**src/rtl/car_pkg.sv**
```systemverilog
// Shared vehicle constants: gear encoding, cruise state enum and cruise tuning values.
package car_pkg;

  localparam logic [3:0] GEAR_N = 4'd0;
  localparam logic [3:0] GEAR_1 = 4'd1;
  localparam logic [3:0] GEAR_2 = 4'd2;
  localparam logic [3:0] GEAR_3 = 4'd3;
  localparam logic [3:0] GEAR_4 = 4'd4;
  localparam logic [3:0] GEAR_5 = 4'd5;
  localparam logic [3:0] GEAR_R = 4'd6;

  typedef enum logic [1:0] {
    CC_OFF       = 2'd0,
    CC_STANDBY   = 2'd1,
    CC_HOLD      = 2'd2,
    CC_SUSPENDED = 2'd3
  } cc_state_e;

  localparam int unsigned CC_MIN_SPEED = 30;
  localparam int unsigned CC_MAX_SPEED = 100;
  localparam int unsigned CC_DEADBAND  = 2;
  localparam int unsigned CC_STEP      = 5;

  // Cruise may only engage in a forward gear; neutral and reverse are excluded.
  function automatic logic gear_is_forward(input logic [3:0] gear);
    return (gear >= GEAR_1) && (gear <= GEAR_5);
  endfunction

endpackage

```
**src/rtl/cruise_controller_if.sv**
```systemverilog
// Driver-side controls, velocity feedback and command outputs of the cruise controller.
interface cruise_controller_if;
  logic       tick;
  logic       cruise_on;
  logic       set_btn;
  logic       resume_btn;
  logic       cancel_btn;
  logic       inc_btn;
  logic       dec_btn;
  logic       drv_accel;
  logic       drv_brake;
  logic       clutch;
  logic [3:0] gear;
  logic [7:0] velocity;
  logic       accel_cmd;
  logic       brake_cmd;
  logic [7:0] set_speed;
  logic [1:0] cruise_state;

  modport master (
    output tick, cruise_on, set_btn, resume_btn, cancel_btn, inc_btn, dec_btn,
    output drv_accel, drv_brake, clutch, gear, velocity,
    input  accel_cmd, brake_cmd, set_speed, cruise_state
  );

  modport slave (
    input  tick, cruise_on, set_btn, resume_btn, cancel_btn, inc_btn, dec_btn,
    input  drv_accel, drv_brake, clutch, gear, velocity,
    output accel_cmd, brake_cmd, set_speed, cruise_state
  );
endinterface

```
**src/rtl/cruise_controller_rise_detect.sv**
```systemverilog
// One-bit rising-edge detector: remembers last cycle's level, flags a 0->1 transition.
module rise_detect (
  input  logic clk,
  input  logic rst,
  input  logic d,
  output logic rise
);

  logic d_q;

  // History register, updated every cycle so a held level yields a single event.
  always_ff @(posedge clk) begin
    if (rst) d_q <= 1'b0;
    else     d_q <= d;
  end

  assign rise = d & ~d_q;

endmodule

```
**src/rtl/cruise_controller.sv**
```systemverilog
// Cruise-control sequencer: captures a target speed and issues accel/brake requests
// to hold velocity within a deadband of it.
module cruise_controller
  import car_pkg::*;
#(
  parameter int unsigned MIN_SPEED = CC_MIN_SPEED,
  parameter int unsigned MAX_SPEED = CC_MAX_SPEED,
  parameter int unsigned DEADBAND  = CC_DEADBAND,
  parameter int unsigned STEP      = CC_STEP
) (
  input logic           clk,
  input logic           rst,
  cruise_controller_if.slave bus
);

  localparam logic [8:0] MIN9  = 9'(MIN_SPEED);
  localparam logic [8:0] MAX9  = 9'(MAX_SPEED);
  localparam logic [8:0] DB9   = 9'(DEADBAND);
  localparam logic [8:0] STEP9 = 9'(STEP);
  localparam logic [7:0] MIN8  = 8'(MIN_SPEED);
  localparam logic [7:0] MAX8  = 8'(MAX_SPEED);

  localparam int BTN_SET    = 0;
  localparam int BTN_RESUME = 1;
  localparam int BTN_CANCEL = 2;
  localparam int BTN_INC    = 3;
  localparam int BTN_DEC    = 4;

  logic [4:0] btn_vec;
  logic [4:0] btn_rise;

  assign btn_vec = {bus.dec_btn, bus.inc_btn, bus.cancel_btn, bus.resume_btn, bus.set_btn};

  genvar gi;
  generate
    for (gi = 0; gi < 5; gi++) begin : g_rise
      rise_detect u_rise (
        .clk  (clk),
        .rst  (rst),
        .d    (btn_vec[gi]),
        .rise (btn_rise[gi])
      );
    end
  endgenerate

  cc_state_e  state_q, state_d;
  logic [7:0] set_speed_q, set_speed_d;
  logic       accel_q, accel_d;
  logic       brake_q, brake_d;

  // Arithmetic is done in 9 bits so velocity+DEADBAND and set_speed+STEP never wrap.
  logic [8:0] vel9, sp9, sp_inc9, sp_dec9;
  logic [7:0] capture_speed, inc_speed, dec_speed;
  logic       ok, suspend, tick_accel, tick_brake;

  assign vel9          = {1'b0, bus.velocity};
  assign sp9           = {1'b0, set_speed_q};
  assign sp_inc9       = sp9 + STEP9;
  assign sp_dec9       = sp9 - STEP9;
  assign capture_speed = (vel9 > MAX9) ? MAX8 : bus.velocity;
  assign inc_speed     = (sp_inc9 > MAX9) ? MAX8 : sp_inc9[7:0];
  assign dec_speed     = (sp9 < MIN9 + STEP9) ? MIN8 : sp_dec9[7:0];
  assign tick_accel    = (vel9 + DB9) < sp9;
  assign tick_brake    = vel9 > (sp9 + DB9);

  assign ok      = gear_is_forward(bus.gear) && (vel9 >= MIN9) && !bus.drv_brake && !bus.clutch;
  assign suspend = bus.drv_brake | bus.clutch | btn_rise[BTN_CANCEL] | !ok;

  // State, target and command registers.
  always_ff @(posedge clk) begin
    if (rst) begin
      state_q     <= CC_OFF;
      set_speed_q <= 8'd0;
      accel_q     <= 1'b0;
      brake_q     <= 1'b0;
    end else begin
      state_q     <= state_d;
      set_speed_q <= set_speed_d;
      accel_q     <= accel_d;
      brake_q     <= brake_d;
    end
  end

  // Next-state, target update and command selection with master-enable priority.
  always_comb begin
    state_d     = state_q;
    set_speed_d = set_speed_q;
    accel_d     = accel_q;
    brake_d     = brake_q;

    if (!bus.cruise_on) begin
      state_d     = CC_OFF;
      set_speed_d = 8'd0;
      accel_d     = 1'b0;
      brake_d     = 1'b0;
    end else begin
      unique case (state_q)
        CC_OFF: begin
          state_d     = CC_STANDBY;
          set_speed_d = 8'd0;
          accel_d     = 1'b0;
          brake_d     = 1'b0;
        end

        CC_STANDBY: begin
          accel_d = 1'b0;
          brake_d = 1'b0;
          if (btn_rise[BTN_SET] && ok) begin
            set_speed_d = capture_speed;
            state_d     = CC_HOLD;
          end
        end

        CC_HOLD: begin
          if (suspend) begin
            state_d = CC_SUSPENDED;
            accel_d = 1'b0;
            brake_d = 1'b0;
          end else begin
            // Target adjustment: set beats resume beats inc/dec; resume is a no-op here.
            if (btn_rise[BTN_SET]) begin
              set_speed_d = capture_speed;
            end else if (!btn_rise[BTN_RESUME]) begin
              if (btn_rise[BTN_INC] && !btn_rise[BTN_DEC]) set_speed_d = inc_speed;
              else if (btn_rise[BTN_DEC] && !btn_rise[BTN_INC]) set_speed_d = dec_speed;
            end
            // Driver accel overrides immediately; otherwise commands refresh only on tick.
            if (bus.drv_accel) begin
              accel_d = 1'b1;
              brake_d = 1'b0;
            end else if (bus.tick) begin
              accel_d = tick_accel;
              brake_d = tick_brake;
            end
          end
        end

        CC_SUSPENDED: begin
          accel_d = 1'b0;
          brake_d = 1'b0;
          if (btn_rise[BTN_SET] && ok) begin
            set_speed_d = capture_speed;
            state_d     = CC_HOLD;
          end else if (btn_rise[BTN_RESUME] && ok && (set_speed_q != 8'd0)) begin
            state_d = CC_HOLD;
          end
        end

        default: begin
          state_d = CC_OFF;
        end
      endcase
    end
  end

  assign bus.accel_cmd    = accel_q;
  assign bus.brake_cmd    = brake_q;
  assign bus.set_speed    = set_speed_q;
  assign bus.cruise_state = state_q;

endmodule

```
**src/flat_wrapper.sv**
```systemverilog
// flat-port wrapper written by rule: the top's interface ports become plain ports
module cruise_controller_flat import car_pkg::*;
#(
  parameter int unsigned MIN_SPEED = CC_MIN_SPEED,
  parameter int unsigned MAX_SPEED = CC_MAX_SPEED,
  parameter int unsigned DEADBAND  = CC_DEADBAND,
  parameter int unsigned STEP      = CC_STEP
)
  (clk, rst, bus_tick, bus_cruise_on, bus_set_btn, bus_resume_btn, bus_cancel_btn, bus_inc_btn, bus_dec_btn, bus_drv_accel, bus_drv_brake, bus_clutch, bus_gear, bus_velocity, bus_accel_cmd, bus_brake_cmd, bus_set_speed, bus_cruise_state);
  cruise_controller_if bus_i ();
  input logic clk;
  input logic rst;
  input wire logic [$bits(bus_i.tick)-1:0] bus_tick;
  input wire logic [$bits(bus_i.cruise_on)-1:0] bus_cruise_on;
  input wire logic [$bits(bus_i.set_btn)-1:0] bus_set_btn;
  input wire logic [$bits(bus_i.resume_btn)-1:0] bus_resume_btn;
  input wire logic [$bits(bus_i.cancel_btn)-1:0] bus_cancel_btn;
  input wire logic [$bits(bus_i.inc_btn)-1:0] bus_inc_btn;
  input wire logic [$bits(bus_i.dec_btn)-1:0] bus_dec_btn;
  input wire logic [$bits(bus_i.drv_accel)-1:0] bus_drv_accel;
  input wire logic [$bits(bus_i.drv_brake)-1:0] bus_drv_brake;
  input wire logic [$bits(bus_i.clutch)-1:0] bus_clutch;
  input wire logic [$bits(bus_i.gear)-1:0] bus_gear;
  input wire logic [$bits(bus_i.velocity)-1:0] bus_velocity;
  output wire logic [$bits(bus_i.accel_cmd)-1:0] bus_accel_cmd;
  output wire logic [$bits(bus_i.brake_cmd)-1:0] bus_brake_cmd;
  output wire logic [$bits(bus_i.set_speed)-1:0] bus_set_speed;
  output wire logic [$bits(bus_i.cruise_state)-1:0] bus_cruise_state;
  assign bus_i.tick = bus_tick;
  assign bus_i.cruise_on = bus_cruise_on;
  assign bus_i.set_btn = bus_set_btn;
  assign bus_i.resume_btn = bus_resume_btn;
  assign bus_i.cancel_btn = bus_cancel_btn;
  assign bus_i.inc_btn = bus_inc_btn;
  assign bus_i.dec_btn = bus_dec_btn;
  assign bus_i.drv_accel = bus_drv_accel;
  assign bus_i.drv_brake = bus_drv_brake;
  assign bus_i.clutch = bus_clutch;
  assign bus_i.gear = bus_gear;
  assign bus_i.velocity = bus_velocity;
  assign bus_accel_cmd = bus_i.accel_cmd;
  assign bus_brake_cmd = bus_i.brake_cmd;
  assign bus_set_speed = bus_i.set_speed;
  assign bus_cruise_state = bus_i.cruise_state;
  cruise_controller #(.MIN_SPEED(MIN_SPEED), .MAX_SPEED(MAX_SPEED), .DEADBAND(DEADBAND), .STEP(STEP)) u_core (.clk(clk), .rst(rst), .bus(bus_i));
endmodule
```
**config.mk**
```make
export PLATFORM = sky130hd
export DESIGN_NAME = cruise_controller_flat
export DESIGN_NICKNAME = d
export VERILOG_FILES = /design/src/rtl/car_pkg.sv /design/src/rtl/cruise_controller_if.sv /design/src/rtl/cruise_controller_rise_detect.sv /design/src/rtl/cruise_controller.sv /design/src/flat_wrapper.sv
export SDC_FILE = /design/constraint.sdc
export NUM_CORES = 1
export LEC_CHECK = 0
export CAP_MARGIN = 20
export CORE_ASPECT_RATIO = 0.8
export CORE_MARGIN = 4
export CORE_UTILIZATION = 48
export DETAILED_ROUTE_END_ITERATION = 10
export PLACE_DENSITY_LB_ADDON = 0.05
export RECOVER_POWER = 100
export SLEW_MARGIN = 0
export SYNTH_ARGS = -nofsm -noshare
export SYNTH_HDL_FRONTEND = slang
export SYNTH_SLANG_ARGS = --single-unit
```
**constraint.sdc**
```tcl
create_clock -name clk -period 2.1 [get_ports clk]
set_input_delay 0.42 -clock clk [delete_from_list [all_inputs] [get_ports clk]]
set_output_delay 0.42 -clock clk [all_outputs]
set_load 0.02 [all_outputs]
```
---- Yosys cells after proc, flatten, opt, wreduce, memory -nomap -nowiden ----
Cells that the tools add are included.
cells by class
  add/subtract/negate cells ............... 4
  magnitude comparators ................... 8
  equality and inequality tests ........... 11
  multiplexer cells ....................... 23
  bitwise operators ....................... 14
  reductions and logical operators ........ 21
operators by type and width
  kind                                                                   number
  8-bit 2-to-1 mux                                                       9
  8-bit one-hot mux with 3 select lines                                  1
  8-bit by 2-bit adder with 9-bit output, second input constant          2
  8-bit by 3-bit adder with 9-bit output, second input constant          1
  8-bit by 9-bit > comparator with 1-bit output                          1
  9-bit by 7-bit > comparator with 1-bit output, second input constant   1
  1-bit logical AND                                                      9
  9-bit by 8-bit < comparator with 1-bit output                          1
  8-bit by 5-bit >= comparator with 1-bit output, second input constant  1
  8-bit by 7-bit > comparator with 1-bit output, second input constant   1
  8-bit by 6-bit < comparator with 1-bit output, second input constant   1
  2-bit 2-to-1 mux                                                       4
  2-bit one-hot mux with 4 select lines                                  1
  8-bit nonzero test                                                     1
  8-bit by 3-bit subtractor with 8-bit output, second input constant     1
  1-bit 2-to-1 mux                                                       6
  2-bit by 1-bit != test with 1-bit output, second input constant        3
  1-bit NOT                                                              6
  1-bit bitwise AND                                                      5
  1-bit zero test                                                        5
  2-bit equality test, second input constant                             2
  4-bit by 1-bit >= comparator with 1-bit output, second input constant  1
  4-bit by 3-bit <= comparator with 1-bit output, second input constant  1
  4-bit by 2-bit != test with 1-bit output, second input constant        1
  other kinds (12)                                                       16
storage, ports and cells
  bits in registers ....................... 17
  input bits .............................. 24
  output and inout bits ................... 12
  logic and storage cells ................. 90

---- Longest topological paths before layout ----
Gate-level depths: netlist of run 1.
  word-level depth ........................ 10
  depth in mapped cells ................... 12
  depth with buffers taken out ............ 10

---- Hierarchy ----
From an unflattened synthesis of run 1, not the netlist that was laid out.
unflattened totals
  cell total of the unflattened synthesis .. 251
  area total of the unflattened synthesis .. 2,008.2 µm²
by module, submodules not included
  module             times used  cells an instance  area an instance (µm²)  seq. area each (µm²)
  cruise_controller  1           236                1,770.4                 240.2
  rise_detect        5           3                  47.5                    20.0

---- Worst setup path after synthesis of run 1 ----
Ideal clock, no wire load.
  kind .................................... reg-to-reg
  start ................................... reg u_core.set_speed_q[2] (netlist: u_core.bus.set_speed[2])
  end ..................................... reg u_core.set_speed_q[0] (netlist: u_core.bus.set_speed[0])
  library setup time ...................... 0.074 ns
  arrival ................................. 2.329 ns
  data required time ...................... 2.026 ns
  setup slack ............................. -0.303 ns
  stages on the path, launching flop included .. 11
  path buffers ............................ 2
  clock period less this slack ............ 2.403 ns
  cell sequence ........................... dfxtp_1 buf_6 buf_6 inv_1 ha_1 a21oi_1 nor3_1 o32ai_2 a2111oi_4 or4_1 a31oi_1
between the ends
  word-level cells in the longest chain between the ends .. 8
  elaborated cells on any way between the ends .. 11
  classes of those cells .................. add/sub (1); order compare (2); mux (8)
RTL lines
  element                                                                                                  RTL line                                           source
  from (decl)                                                                                              cruise_controller.sv:47                            logic [7:0] set_speed_q, set_speed_d;
  from (signal assigned)                                                                                   cruise_controller.sv:78                            set_speed_q <= set_speed_d;
  8-bit by 3-bit adder with 9-bit output or 8-bit by 6-bit < comparator with 1-bit output (tied branches)  cruise_controller.sv:58, cruise_controller.sv:62
  9-bit by 7-bit > comparator with 1-bit output or 8-bit 2-to-1 mux (tied branches)                        cruise_controller.sv:61, cruise_controller.sv:62
  8-bit 2-to-1 mux, on equally long branches                                                               cruise_controller.sv:61, cruise_controller.sv:125
  8-bit 2-to-1 mux *                                                                                       cruise_controller.sv:124                           if (btn_rise[BTN_INC] && !btn_rise[BTN_DEC]) set_speed_d = inc_speed;
  8-bit 2-to-1 mux *                                                                                       cruise_controller.sv:123                           end else if (!btn_rise[BTN_RESUME]) begin
  8-bit 2-to-1 mux *                                                                                       cruise_controller.sv:121                           if (btn_rise[BTN_SET]) begin
  8-bit 2-to-1 mux *                                                                                       cruise_controller.sv:115                           if (suspend) begin
  8-bit one-hot mux with 3 select lines *                                                                  cruise_controller.sv:97                            unique case (state_q)
Mark *: on every way between the ends. The rest lies on a longest branch, timed or not. The select of a mux whose other input is x is not followed.
A chain may end at the register's enable or synchronous reset.

---- Worst setup path after layout of run 1 ----
  start ................................... reg u_core.set_speed_q[1] (netlist: u_core.bus.set_speed[1])
  end ..................................... reg u_core.set_speed_q[0] (netlist: u_core.bus.set_speed[0])
Same word-level chain as after synthesis.

==> run summary, run 1 <==
==================================================================================================
WL final                                                                              6873 microns
Number of sinks driven by the clock tree                                                        17
Effective utilization at floorplan                                                          51.09%
Final number of hold-violating endpoints                                                         0
Hold-critical path endpoint                                                           u_core.bus.brake_cmd
Run status                                                                            complete, no violations
Total via count after detailed routing                                                        2395
Top post-synthesis cells by area                                                      dfxtp_1, ha_1, a21oi_1, xnor2_1, nor2b_1
Dominant register cell in the synthesized netlist                                          dfxtp_1
Post-route non-filler standard cell count                                                      397
Type of the most critical hold path                                                        reg2reg
Simple-gate share of the synthesized area                                                   24.09%
I/O Buffers                                                                                     35
Largest area contributor in the synthesized netlist                                        dfxtp_1
Filler Cell Count                                                                              287
Total power                                                                               1.011 mW
Number of placed instances with taps included                                                  388
Startpoint of the tightest hold check path                                            u_core.bus.brake_cmd
Post-detail-place hpwl                                                                5090 microns
Vias in the first global route                                                                2097
Synthesized flop and latch total                                                                17
Setup violators final                                                                            0
Total power per unit cell area                                                        325.7 nW/um^2
Diodes inserted                                                                                  0
Cells along the critical path                                                         ha_2 > or3b_1 > mux2i_1 > a31o_4 > a2111oi_4 > or4_4 > a31oi_4
Number of buffers and inverters on the critical path                                             0
Post-route cell area                                                                    3103 sq um
Period Utilization, post-route                                                              99.60%
Initial antenna violation count                                                                  0
Ys async rst share                                                                              0%
Largest net degree at the start of global routing                                               14
Combinational family with the most area after synthesis                               compound AO/OA/AOI/OAI gates
Number of enable-type register cells in the synthesized netlist                                  0
Total standard cell area after synthesis                                                1994 sq um
Max Transition Viols Final                                                                       0
Post-route clock skew                                                                     4.667 ps
Cell with the largest stage delay on the worst path                                          or4_4
Area of the die                                                                         5257 sq um
Post-Synth XOR/XNOR Area                                                                    5.709%
Least-Margin Pin Slew                                                                     442.1 ps
Leakage Power                                                                             1.249 nW
Placer congestion estimate                                                                  0.9282
Depth of the CTS H-tree                                                                          1
Number of ports placed on the die boundary                                                      36
Final critical-path required period                                                        2092 ps
Kind of capture point of the worst setup path                                            flip-flop
Post-Synthesis Cells                                                                           257
Achievable clock frequency                                                               478.1 MHz
Most frequent cell after synthesis                                                            ha_1
Crit path required time                                                                    2280 ps
Clock insertion delay at the later pin of the skew report                                   260 ps
Total placed instance area                                                              2781 sq um
Largest delay share family, worst path                                                simple AND/OR/NAND/NOR gates
Number of rows in the core area                                                                 20
Number of violations of the max-capacitance limit                                                0
Total nets after synthesis                                                                     306
Length in cells of the worst reg-to-reg path                                                     7
Share of the synthesized area in compound gates (AO/OA/AOI/OAI)                             29.80%
Vias per cell                                                                                6.033
Adder-cell area share of the yosys netlist                                                  15.68%
Layout cell share with drive strength beyond 1                                              33.04%
Global-route usage over all layers                                                          25.06%
Data arrival time of the worst path                                                        2280 ps
VDD IR max                                                                               0.2767 mV
Part of the Yosys area used for sequential elements                                         17.06%
Die W                                                                                 80.07 microns
First-pass GRT wire length                                                            10230 microns
Portion of netlist area occupied by mux cells                                               1.066%
RR Startpoint                                                                         u_core.bus.set_speed[1]
Worst Setup Start Kind                                                                   flip-flop
Synth top area share                                                                        17.06%
Net total in the final layout                                                                  392
Largest driver fanout on the critical path                                                       5
Depth of the worst hold-timing path                                                              2
Length of the first detailed-routing pass in iterations                                          5
Distinct cells, synth                                                                           60
Synth cell count leaders                                                              ha_1, a21oi_1, dfxtp_1, nor2_1, inv_1
Synth Warn #                                                                                     0
Overflow left after global routing                                                               0
CTS Buf Count                                                                                    3
Internal reg-to-reg setup slack                                                               8 ps
Largest stage delay, worst path                                                             450 ps
Area Overhead vs Synth                                                                      55.58%
Worst slew margin relative to its limit                                                     70.49%
Residual DRC                                                                                     0
Number of hold buffers added after CTS                                                           0
Type of the setup path with the least slack                                                reg2reg
CORE AREA                                                                               3904 sq um
Root cell of the clock tree                                                               clkbuf_8
Average cell area after synthesis                                                      7.760 sq um
FF-to-FF End                                                                          u_core.bus.set_speed[0]
Height of the chip                                                                    65.66 microns
Drt wl/cell                                                                           17.31 microns
Clock Path Buffers                                                                               2
Detailed router's first-iteration violation count                                              299
Clock transition time at the flip-flop clock pins of the worst setup and hold paths          80 ps
Antenna Violating Nets Remaining                                                                 0
Clock tree from TritonCTS                                                                     done
Setup repair after global routing missed its margin                                           true
==================================================================================================
worst max path at each step:
stage | startpoint | endpoint | slack (ps) | cells past startpoint
after global routing | u_core.bus.set_speed[2] | u_core.bus.brake_cmd | -90 | 11
after CTS | u_core.bus.set_speed[1] | u_core.bus.set_speed[0] | -20 | 7
after floorplan | u_core.bus.set_speed[2] | u_core.bus.set_speed[0] | -3 | 10
after global placement | bus_clutch | u_core.bus.set_speed[2] | -280 | 8
after detailed placement | bus_inc_btn | u_core.bus.set_speed[2] | -320 | 8
final | u_core.bus.set_speed[1] | u_core.bus.set_speed[0] | 8 | 7
tightest hold or removal path, delay by kind of cell (launching register included):
kind | cells | cell delay, ps
flops | 1 | 330
compound gates | 2 | 240
routing by layer:
metal | vias up | part of all wire (%) | global-route usage (%)
met2 | 131 | 46 | 40.29
li1 | 1132 | - | -
met3 | 20 | 7.8 | 3.562
met5 | - | 0 | 0
met1 | 1112 | 45 | 35.68
met4 | 0 | 1.9 | 4.852
where the power goes:
group          leakage (nW)  internal, mW  switching [mW]
clock network        0.0255         0.132           0.135
logic                  1.08         0.203           0.199
registers             0.143         0.329          0.0120
total                  1.25         0.665           0.346
cell families (layout without fill, tap and decap cells):
logic type | count (synthesis) | in the layout
fa+ha+maj | 25 | 25
xor+xnor | 13 | 13
compound gates | 82 | 82
simple gates | 90 | 90
mux | 2 | 2
buf+inv | 28 | 113
flops | 17 | 17
placed cells by master (no fill, tap or decap), types with 3 or more instances in the layout:
cell type,Yosys,layout
inv_1,16,15
nand4_1,5,5
or3_1,6,6
a21oi_1,22,18
buf_4,2,49
nand2_1,15,14
ha_1,25,20
nand3_1,9,8
ha_4,0,3
buf_6,2,4
dlygate4sd3_1,0,11
dfxtp_4,0,4
a211oi_1,8,3
nor3_1,7,5
clkbuf_2,0,3
nand2b_1,4,4
clkbuf_8,0,3
nor2b_1,13,12
a31oi_1,5,4
xnor2_1,10,8
clkdlybuf4s50_1,0,22
o21ai_0,11,9
a21oi_2,1,4
o21a_1,3,3
a211oi_2,0,5
dfxtp_1,17,11
nor2_1,17,16
registers in the layout, summed over array words and instances (netlist names):
name,cells
u_core.bus.accel_cmd,1
u_core.bus.brake_cmd,1
u_core.bus.cruise_state,2
u_core.bus.set_speed,8
u_core.g_rise.u_rise.d_q,5
per-stage QoR:
stage	utilization, %	setup slack (ps)	hold slack (ps)	TNS [ps]
6_report	79.49	8.314	607.2	0
5_1_grt	79.49	-94.27	633.8	-292.8
4_1_cts	73.91	-20.51	613.7	-23.50
3_5_place_dp	71.25	-318.0	575.5	-2613
3_3_place_gp	71.25	-282.4	576.1	-2423
2_1_floorplan	-	-3.183	491.6	-3.183
what timing repair did:
item | in CTS | in global routing
gates resized for setup | 13 | 42
buffers inserted | 0 | 4
gates cloned | 1 | 0
pin swaps | 5 | 12
setup endpoints to repair | 4 | 9
layout make-up:
class                           instances  area, sq um  share of cell area (%)
Multi-Input combinational cell        212         1783                   57.46
Timing Repair Buffer                   93        787.0                   25.36
Sequential cell                        17        357.8                   11.53
Tap cell                               55        68.82                   2.218
Inverter                               16        60.06                   1.935
Clock buffer                            3        41.29                   1.331
Clock inverter                          1        5.005                  0.1613
(Power assumes the default switching activity.)
==> run 2, diff against run 1 <==
Settings changed: CORE_MARGIN 4 to default.
==> run 2 against run 1 <==
Compared with the run above:
- first-iteration DRC count is 13% lower
- sequential cell count unchanged
- sequential power hardly changed
- critical path type unchanged
- core utilization grew 0.93 points
- via count grew 0.58%
- largest cell class unchanged
- highest routed layer unchanged
- critical endpoint unchanged
- the flow now finishes with violations (negative setup slack)
- cell area rose by 0.52%
- critical path depth up 1
- worst setup slack worse by 53 ps
==> run summary, run 2 (synthesis gave the netlist of run 1 again) <==
==================================================================================================
Setup repair after global routing missed its margin                                           true
Final critical-path required period                                                        2145 ps   +53.14 ps
Max Transition Viols Final                                                                       0   unchanged
Number of violations of the max-capacitance limit                                                0   unchanged
Depth of the worst hold-timing path                                                              2   unchanged
Kind of capture point of the worst setup path                                            flip-flop
Worst slew margin relative to its limit                                                     70.56%   +0.076 points
Die W                                                                                 74.07 microns   -7.5%
Placer congestion estimate                                                                   1.034   +11%
Length of the first detailed-routing pass in iterations                                          5   unchanged
First-pass GRT wire length                                                            10210 microns   -0.26%
Root cell of the clock tree                                                               clkbuf_8
Setup violators final                                                                            3   +3
Area of the die                                                                         4418 sq um   -16%
Overflow left after global routing                                                               0   unchanged
Filler Cell Count                                                                              280   -2.4%
Residual DRC                                                                                     0   unchanged
Height of the chip                                                                    59.66 microns   -9.1%
Total via count after detailed routing                                                        2409   +0.58%
Number of flip-flops under the largest register name                                             8   unchanged
Type of the most critical hold path                                                        reg2reg
CORE AREA                                                                               3879 sq um   -0.64%
Least-Margin Pin Slew                                                                     440.6 ps   -1.493 ps
Antenna Violating Nets Remaining                                                                 0   unchanged
Vias per cell                                                                                6.083   +0.84%
Most common library cell in the layout ignoring fill and taps                                buf_4
FF-to-FF End                                                                          u_core.bus.set_speed[0]
Diodes inserted                                                                                  0   unchanged
Post-detail-place hpwl                                                                5081 microns   -0.17%
Total negative setup slack                                                               -79.01 ps   -79.01 ps
Drt wl/cell                                                                           17.24 microns   -0.42%
Initial antenna violation count                                                                  0   unchanged
Number of sinks driven by the clock tree                                                        17   unchanged
Worst Setup SP                                                                        u_core.bus.set_speed[1]
Place WS                                                                                 -327.8 ps   -9.800 ps
Period Utilization, post-route                                                              102.1%   +2.5 points
I/O Buffers                                                                                     35   unchanged
Largest stage delay, worst path                                                             420 ps   -30 ps
Post-route clock skew                                                                     4.651 ps   -0.01599 ps
Leakage Power                                                                             1.264 nW   +1.1%
Clock tree from TritonCTS                                                                     done
Clock insertion delay at the later pin of the skew report                                   250 ps   about the same
Startpoint of the tightest hold check path                                            u_core.bus.brake_cmd
Largest net degree at the start of global routing                                               14   unchanged
Internal reg-to-reg setup slack                                                             -40 ps   -50 ps
Achievable clock frequency                                                               466.2 MHz   -2.5%
Global-route usage over all layers                                                          30.96%   +5.9 points
Crit path required time                                                                    2260 ps   -20 ps
Data arrival time of the worst path                                                        2310 ps   +30 ps
Clock Path Buffers                                                                               2   unchanged
Layout cell share with drive strength beyond 1                                              32.84%   -0.20 points
Cells along the critical path                                                         ha_4 > buf_6 > o2111a_2 > buf_4 > o31ai_4 > a2111oi_4 > or4_1 > a31oi_1
Length in cells of the worst reg-to-reg path                                                     8   +1
Net total in the final layout                                                                  391   -0.26%
Cell with the largest stage delay on the worst path                                          or4_1
Violations in the final reports                                                       negative setup slack
Worst Setup Start Kind                                                                   flip-flop
WL final                                                                              6827 microns   -0.67%
Total power per unit cell area                                                        318.5 nW/um^2   -2.2%
Number of rows in the core area                                                                 20   unchanged
Vias in the first global route                                                                2125   +1.3%
Top library cells by usage in the layout, fill and taps aside                         buf_4, clkdlybuf4s50_1, a21oi_1, ha_1, nor2_1
Final number of hold-violating endpoints                                                         0   unchanged
VDD IR max                                                                               0.2933 mV   +6.0%
Type of the setup path with the least slack                                                reg2reg
RR Startpoint                                                                         u_core.bus.set_speed[1]
Largest driver fanout on the critical path                                                       5   unchanged
CTS Buf Count                                                                                    3   unchanged
Effective utilization at floorplan                                                          51.42%   +0.33 points
Run status                                                                            finished with violations
Final setup slack of the worst path                                                      -44.83 ps   -53.14 ps
Hold-critical path endpoint                                                           u_core.bus.brake_cmd
Area Overhead vs Synth                                                                      56.40%
Number of ports placed on the die boundary                                                      36   unchanged
Depth of the CTS H-tree                                                                          1   unchanged
Clock transition time at the flip-flop clock pins of the worst setup and hold paths          70 ps   about the same
Detailed router's first-iteration violation count                                              259   -13%
==================================================================================================
-- run 2: cell count changes in the layout (fill, tap and decap cells not counted), moves of 2 or more --
cell	delta
dlymetal6s2s_1	+2
o21ai_0	+2
clkdlybuf4s50_1	-3
ha_1	-2
clkbuf_2	-2
ha_4	+2
-- run 2: power by group --
part / internal (mW) / switching (mW) / total [mW] / leakage, nW
sequential: 0.330 / 0.0157 / 0.345 / 0.143
combinational: 0.201 / 0.192 / 0.394 / 1.10
clock: 0.135 / 0.120 / 0.255 / 0.0228
total: 0.666 / 0.328 / 0.994 / 1.26
-- run 2: repair_timing --
action | 4_1_cts | 5_1_grt
gates resized for setup | 12 | 43
cloned | 0 | 0
endpoints found under the setup margin | 6 | 9
setup buffers | 0 | 4
hold buffers | 0 | 0
pin swaps | 4 | 21
-- run 2: per-layer routing --
layer | global-route usage (%) | up-vias | part of all wire [%]
met2 | 48.44 | 145 | 46
met3 | 5.734 | 26 | 8.5
met5 | 0 | - | 0
met1 | 43.78 | 1106 | 43
met4 | 7.692 | 0 | 2.8
li1 | - | 1132 | -
-- run 2: per-stage QoR --
step | cell area, sq um | power, mW | utilization, % | hold WS, ps | std cells
final | 3119 | 0.9936 | 80.42 | 616.4 | 396
after global routing | 3119 | 1.044 | 80.42 | 671.7 | 396
after CTS | 2894 | 0.9635 | 74.61 | 627.2 | 393
after detailed placement | 2801 | 0.6976 | 72.23 | 593.5 | 389
after global placement | 2801 | 0.6906 | 72.23 | 577.3 | 389
after floorplan | 2039 | 0.5297 | - | 491.6 | 257
-- run 2: cell type report --
type | instances | area, sq um | area share, %
Timing Repair Buffer | 92 | 802.0 | 25.71
Inverter | 16 | 63.81 | 2.046
Sequential cell | 17 | 356.6 | 11.43
Multi-Input combinational cell | 212 | 1783 | 57.16
Tap cell | 55 | 68.82 | 2.206
Clock buffer | 4 | 45.04 | 1.444
-- run 2: worst max-delay path by stage --
stage               slack (ps)                       to  depth (start not counted)
floorplan                   -3  u_core.bus.set_speed[0]                         10
global placement          -300  u_core.bus.set_speed[4]                          8
detailed placement        -330  u_core.bus.set_speed[4]                          8
CTS                        -10  u_core.bus.set_speed[4]                          9
global route              -100  u_core.bus.set_speed[0]                          8
finish                     -40  u_core.bus.set_speed[0]                          8
-- run 2: critical path, delay by kind of cell, from the launching register on --
family,cells,cell delay [ps]
buffers and inverters,2,260
DFF,1,390
and+or+nand+nor,1,420
AOI/OAI and AO/OA,4,810
adders and majority gates,1,180
==> patch: new RTL, config.mk and constraints of run 2 <==
Make the reset (`rst`) asynchronous in 2 clocked blocks.
--- a/src/rtl/cruise_controller_rise_detect.sv
+++ b/src/rtl/cruise_controller_rise_detect.sv
@@ -11,3 +11,3 @@
   // History register, updated every cycle so a held level yields a single event.
-  always_ff @(posedge clk) begin
+  always_ff @(posedge clk or posedge rst) begin
     if (rst) d_q <= 1'b0;
--- a/src/rtl/cruise_controller.sv
+++ b/src/rtl/cruise_controller.sv
@@ -69,3 +69,3 @@
   // State, target and command registers.
-  always_ff @(posedge clk) begin
+  always_ff @(posedge clk or posedge rst) begin
     if (rst) begin
Behaviour: differs if rst is asserted again (counterexample within 4 cycles, from zero or initial values and one cycle with rst high); with rst held inactive, the same outputs for 4 cycles.
==> patch against run 2 <==
The flow still finishes with violations (negative setup slack); worst setup slack worse by 0.046 ns; area after synthesis shrank 1.8%; final cell count shrank 5.3%; sequential cell count unchanged; total power is 19% higher; wire length down 14%; core utilization is 4.6 points lower; sequential share of layout area rose by 3.3 points; fmax decreased by 2.1%; final area decreased by 6.4%; critical endpoint is now u_core.bus.set_speed[0]$_DFFE_PP0P_.
==> patch: results (changes against run 2) <==
[outcome]
run_status = finished with violations
violations = negative setup slack

[yosys]
asyncSetResetFlopFracSynth_pct = 100  ; +100 points
area_fraction_in_compound_gates_after_synthesis_pct = 26.6  ; -3.2 points
yosys.area_share.xor_xnor_pct = 7.16  ; +1.4 points
postSynth.topFlopCell = sky130_fd_sc_hd__dfrtp_1
ys_top_cells_by_area = sky130_fd_sc_hd__dfrtp_1 (22%), sky130_fd_sc_hd__ha_1 (15%), sky130_fd_sc_hd__xnor2_1 (5.4%)
yosysSeqAreaShare_pct = 21.7  ; +4.7 points

[global_routing]
grt_pass1_vias = 1848  ; -13%
track_usage_pct = 28.1  ; -2.8 points
wire_length_of_the_first_global_routing_pass_um = 9010  ; -12%

[critical_path]
crit-reg2reg-launch = u_core.bus.set_speed[1]$_DFFE_PP0P_
cp_slowest_cell = sky130_fd_sc_hd__dfrtp_2
worstSetupEndpoint = u_core.bus.set_speed[0]$_DFFE_PP0P_

[hold_path]
worst_hold_startpoint = u_core.bus.brake_cmd$_DFFE_PP0P_
worstHoldEndpoint = u_core.bus.brake_cmd$_DFFE_PP0P_

[floorplanning]
initial_standard_cell_utilization_of_the_core_pct = 50.8  ; -0.61 points
coreArea_um2 = 3850  ; -0.65%

[placement]
dp_slack_ns = -0.246  ; +0.0815 ns
detailed_place_hpwl_um = 4620  ; -9.0%

[final_layout]
multi_input_gates = 188  ; -11%
area_share_nonclk_buffers_pct = 27.8  ; +2.1 points
clockNetworkAreaShare_pct = 1.67  ; +0.23 points
num-nonclk-buffers = 95  ; +3.3%
finish.net_count = 369  ; -5.6%
seq_share_pct = 14.7  ; +3.3 points
design_area_um2 = 2920  ; -6.4%
multi_input_area_um2 = 1500  ; -16%

[sta]
setup-violations-final = 5  ; +2
finalSetupTns_ns = -0.344  ; -0.265 ns
postLayoutSetupSlackWorst_ns = -0.0906  ; -0.0458 ns
fin_worst_skew_ns = 0.00443  ; -0.000223 ns
layout_min_cycle_time_ns = 2.19  ; +0.0458 ns

[clocking]
cts.repair.resized = 8  ; -4

[pwr]
vdd.ir_drop.worst_v = 0.000363  ; +24%

[detailed_routing]
totalWireLength_um = 5880  ; -14%
drt_iter0_markers = 219  ; -15%
routed-via-count = 2111  ; -12%

patch: changes by cell type in the layout (fill, tap and decap cells not counted), sizes merged, moves of 4 or more:
cell	before	now
nor2	17	13
clkdlybuf4s50	19	24
dfrtp	0	17
a21oi	23	15
dfxtp	17	0
buf	54	59
nor2b	13	9
a21boi	0	5
a211oi	8	1
or3	6	0
o21ai	12	8
patch: tightest hold or removal path, stage by stage, from the launching register on:
cell and delay (ns):
sky130_fd_sc_hd__dfrtp_1 0.39, sky130_fd_sc_hd__a21oi_1 0.14, sky130_fd_sc_hd__nor4_1 0.06
patch: per-layer routing:
| layer | global-route usage (%) | vias up | share of wire (%) |
|---|---|---|---|
| li1 | - | 1045 | - |
| met1 | 42.8 | 988 | 51 |
| met2 | 42.6 | 76 | 43 |
| met3 | 5.44 | 2 | 5.9 |
| met4 | 3.02 | 0 | 0.22 |
| met5 | 0 | - | 0 |
patch: where the power goes:
part           switching, mW  internal, mW
Clock                  0.124         0.134
Combinational          0.275         0.285
Sequential            0.0201         0.344
Total                  0.419         0.763
